===== config.mk =====
export PLATFORM = sky130hd
export DESIGN_NAME = sram_bank
export DESIGN_NICKNAME = d
export VERILOG_FILES = /design/src/rtl/sram_bank.sv
export SDC_FILE = /design/constraint.sdc
export NUM_CORES = 2
export LEC_CHECK = 0
export CAP_MARGIN = 20
export CORE_MARGIN = 3
export CORE_UTILIZATION = 62
export DETAILED_ROUTE_END_ITERATION = 8
export GPL_ROUTABILITY_DRIVEN = 0
export HOLD_SLACK_MARGIN = 0.08
export PLACE_DENSITY = 0.79
export SYNTH_ARGS = -nofsm -noshare
export SYNTH_HDL_FRONTEND = slang
export SYNTH_SLANG_ARGS = --single-unit

===== constraint.sdc =====
create_clock -name clk -period 2.45 [get_ports clk]
set_input_delay 0.49 -clock clk [delete_from_list [all_inputs] [get_ports clk]]
set_output_delay 0.49 -clock clk [all_outputs]
set_load 0.01 [all_outputs]

===== src/rtl/sram_bank.sv =====
// Single-port word SRAM bank with byte-enable writes, registered reads and a
// valid/ready response. Optional power-on clear: SRAM_BANK_INIT_CLEAR_EN.
package core_cfg;
    localparam int REG_ADDR_WIDTH = 5;
    localparam int XLEN           = 64;
endpackage

// state   | meaning
// INIT    | clearing array one word per cycle, requests blocked
// IDLE    | serving requests
module sram_bank #(
    parameter int ADDR_WIDTH = core_cfg::REG_ADDR_WIDTH,
    parameter int DATA_WIDTH = core_cfg::XLEN
) (
    input  logic                    clk,
    input  logic                    rst_n,
    input  logic                    req_valid,
    output logic                    req_ready,
    input  logic                    req_we,
    input  logic [ADDR_WIDTH-1:0]   req_addr,
    input  logic [DATA_WIDTH-1:0]   req_wdata,
    input  logic [DATA_WIDTH/8-1:0] req_be,
    output logic                    rsp_valid,
    input  logic                    rsp_ready,
    output logic [DATA_WIDTH-1:0]   rsp_rdata,
    output logic                    init_busy
);

    localparam int DEPTH = 2 ** ADDR_WIDTH;
    localparam int NB    = DATA_WIDTH / 8;

    generate
        if (DATA_WIDTH % 8 != 0) begin : g_width_check
            $error("sram_bank: DATA_WIDTH must be a multiple of 8");
        end
    endgenerate

    logic [DATA_WIDTH-1:0] mem [DEPTH];

    logic                  in_idle;
    logic                  init_we;
    logic [ADDR_WIDTH-1:0] init_cnt;
    logic                  accept;
    logic                  rd_accept;
    logic                  wr_accept;

`ifdef SRAM_BANK_INIT_CLEAR_EN
    typedef enum logic {
        ST_INIT = 1'b0,
        ST_IDLE = 1'b1
    } state_t;

    state_t state;
    state_t state_nxt;

    always_ff @(posedge clk or negedge rst_n) begin
        if (!rst_n) begin
            state    <= ST_INIT;
            init_cnt <= '0;
        end else begin
            state <= state_nxt;
            if (state == ST_INIT) begin
                init_cnt <= init_cnt + 1'b1;
            end
        end
    end

    always_comb begin
        state_nxt = state;
        case (state)
            ST_INIT: begin
                if (init_cnt == {ADDR_WIDTH{1'b1}}) begin
                    state_nxt = ST_IDLE;
                end
            end
            ST_IDLE: state_nxt = ST_IDLE;
            default: state_nxt = ST_INIT;
        endcase
    end

    assign in_idle   = (state == ST_IDLE);
    assign init_we   = (state == ST_INIT);
    assign init_busy = rst_n && (state == ST_INIT);
`else
    // Without the clear there is no state; ready is only masked while in reset.
    assign in_idle   = rst_n;
    assign init_we   = 1'b0;
    assign init_cnt  = '0;
    assign init_busy = 1'b0;
`endif

    assign req_ready = in_idle && (!rsp_valid || rsp_ready);
    assign accept    = req_valid && req_ready;
    assign rd_accept = accept && !req_we;
    assign wr_accept = accept && req_we;

    // Array is deliberately outside the reset domain.
    always_ff @(posedge clk) begin
        if (init_we) begin
            mem[init_cnt] <= '0;
        end else if (wr_accept) begin
            for (int i = 0; i < NB; i++) begin
                if (req_be[i]) begin
                    mem[req_addr][8*i +: 8] <= req_wdata[8*i +: 8];
                end
            end
        end
    end

    always_ff @(posedge clk or negedge rst_n) begin
        if (!rst_n) begin
            rsp_valid <= 1'b0;
            rsp_rdata <= '0;
        end else if (rd_accept) begin
            rsp_valid <= 1'b1;
            rsp_rdata <= mem[req_addr];
        end else if (rsp_ready) begin
            rsp_valid <= 1'b0;
        end
    end

endmodule


==> flow_summary.yaml <==
run_status:
  status: "complete, but fails checks"
  violations: "negative setup slack"
power:
  seq_power_share: 0.531
  comb_power_share: 0.064
  vdd_ir_drop_max_mv: 0.784
  p_int_mw: 59.5
  switching_share: 0.216
  powerDensity_mw_per_mm2: 777
  power_mw: 75.9
  p_leak_nw: 33.6
  switching_power_mw: 16.4
  clkPwrFrac: 0.405
synthesis:
  yosysTopAreaCell: "edfxtp_1"
  yosysSeqAreaShare: 0.778
  yosysMostFrequentCell: "edfxtp_1"
  synthTopCellsByArea: "edfxtp_1 76%, mux4_2 7.0%, mux2i_1 6.4%, dfrtp_1 2.0%, o22ai_1 1.5%"
  syn_area_sq_mm: 0.0811
  syn_area_per_cell_sq_um: 19.6
  yosysTopAreaCellShare: 0.758
  yosysWarnings: 0
  yosysUniqueCellTypes: 54
  synth_edf_count: 2048
  netlist_instances: 4146
  ys_async_sr_fraction: 0.0308
  synth_common_cells: "2048 x edfxtp_1, 517 x mux2i_1, 318 x nor2_1"
  synth-seq-cells: 2113
  synthesis.nets: 4228
  synth_top_flop_cell: "edfxtp_1"
setup_path:
  crit_fanout: 2
  rr_startpoint: "rsp_valid"
  worstReg2RegEnd: "mem[2][62]"
  crit_end: "rsp_rdata[0]"
  cp-startpoint: "rsp_rdata[0]"
  startpoint_type: "flip-flop"
  max_stage_delay_ps: 610
  required_ps: 1960
  crit_path_cell_trace: "clkdlybuf4s50_1"
  end_kind: "primary output"
  r2r_cells: 8
  arrival_ps: 1970
  crit_family: "buffers and inverters"
  crit_type: "flip-flop to primary output"
  reg2reg_setup_slack_ps: 350
  crit_buf_inv: 1
  cp_slowest_cell: "clkdlybuf4s50_1"
  cp.depth: 1
route:
  drt_pass1_iterations: 7
  routed_wl_um: 239000
  antenna_left: 0
  route.vias.total: 47800
  drc_errors: 0
  drtIter0Drc: 7573
  wl_per_cell_um: 34.2
  via_per_inst: 6.84
clocking:
  clk_pin_slew_worst_paths_ps: 60
  cts_root_buf: "clkbuf_16"
  cts_setup_buffers: 0
  clk_latency_ps: 840
  clock-sinks: 2113
  htreeDepth: 4
  cts_tree: "yes"
  clockBufferDepth: 3
  cts_buffers: 196
die:
  fp.coreArea_sq_mm: 0.130
  ios: 149
  die_area_sq_mm: 0.135
  dieHeight_um: 368
  die_x_um: 368
  initial_core_util: 0.626
  row_count: 132
sta:
  period_minus_slack_ps: 2460
  clock_skew_ps: 35.9
  rsz0062_at_grt: "no"
  setup_viol: 1
  layout_setup_ws_ps: -10.2
  maxSlewViolCount: 0
  worst_slew_pin_slew_ps: 704
  clock.fmax_mhz: 406
  min_period_over_period: 1.00
  hold_viol_final: 0
  whs_ps: 355
  slew-limit-headroom: 0.531
cells_and_area:
  layout-drive-gt1-share: 0.273
  area_growth_pct: 20.4
  nets: 5147
global_route:
  grt_usage: 0.356
  grt.overflow.total: 0
  grt_max_degree: 66
  first_global_vias: 47900
  antenna_found_initial: 9
  grt_pass1_wl_um: 341000
placement:
  dp_hpwl_um: 154000
  pre_cts_slack_ps: -520
  io_buffers: 147
min_path:
  hold_class: "primary input to flip-flop"
job:
  maxCapViolations: 0
## final cells by class
cell class,count,area (sq um)
Fill cell,6584,32000
Multi-Input combinational cell,1786,16700
Clock buffer,261,5380
Sequential cell,2113,63100
Timing Repair Buffer,964,9160
Clock inverter,107,1090
Tap cell,1742,2180
Antenna cell,10,25.0
Inverter,4,15.0
## metal layers
layer | global-route usage | part of all wire
met1 | 0.465 | 0.33
met2 | 0.536 | 0.46
met3 | 0.118 | 0.15
met4 | 0.197 | 0.067
met5 | 0 | 0.00019
## worst min-delay path, delay by kind of cell
kind | cells | cell delay, ps
AOI/OAI and AO/OA | 2 | 290
buffers and inverters | 2 | 340
## flip-flops by register name (all words and copies together), names as in the netlist
name	cells
rsp_valid	1
rsp_rdata	64
mem	2048
## timing repair
action                                 4_1_cts  5_1_grt
endpoints found under the hold margin       65        0
pin swaps                                    0        0
resized for setup                            8        1
setup endpoints to repair                    8        1
hold buffers                                 1        0
cloned                                       0        0
## cells by family after synthesis
group / share of synthesized area
buf+inv: 0.0183
compound gates: 0.0387
mux: 0.134
other cells: 0.0000462
flops: 0.778
simple gates: 0.0304
## power groups by stage
| stage | sequential [mW] | combinational, mW | clock [mW] |
|---|---|---|---|
| 2_1_floorplan | 40.9 | 1.89 | 0 |
| 3_3_place_gp | 41.0 | 4.54 | 0 |
| 3_5_place_dp | 41.0 | 4.67 | 0 |
| 4_1_cts | 40.3 | 4.75 | 30.8 |
| 5_1_grt | 40.3 | 5.00 | 32.2 |
| 6_report | 40.3 | 4.84 | 30.7 |
## worst min-delay path by stage
stage                        startpoint       endpoint  cells after the start
after floorplan                   rst_n   rsp_rdata[0]                      0
after global placement    rsp_rdata[41]  rsp_rdata[41]                      1
after detailed placement  rsp_rdata[41]  rsp_rdata[41]                      1
after CTS                   req_addr[0]   rsp_rdata[7]                      4
after global routing        req_addr[0]   rsp_rdata[7]                      4
final                       req_addr[0]   rsp_rdata[7]                      4
## stage by stage
stage | util | TNS, ps | cells | instance area, sq um
2_1_floorplan | - | -41590 | 4146 | 81200
3_3_place_gp | 0.703 | -399590 | 6608 | 91200
3_5_place_dp | 0.703 | -470010 | 6608 | 91200
4_1_cts | 0.753 | 0 | 6977 | 97600
5_1_grt | 0.753 | 0 | 6977 | 97700
6_report | 0.753 | -10.2 | 6987 | 97700
## cell usage in the layout (no fill, tap or decap), types with 23 or more instances in the layout
cell	instances
mux2i_1	517
dfrtp_1	59
a31oi_1	42
mux4_2	253
a22oi_1	48
nor2_2	37
clkinv_1	35
nand2_1	104
a221oi_1	69
o21ai_0	28
a21oi_1	23
nor2_1	279
o22ai_1	196
edfxtp_1	2048
nor3_1	35
clkbuf_16	200
clkdlybuf4s50_1	140
clkbuf_1	46
buf_12	123
clkinv_2	39
buf_4	694
Power figures use the tool's default switching activity.
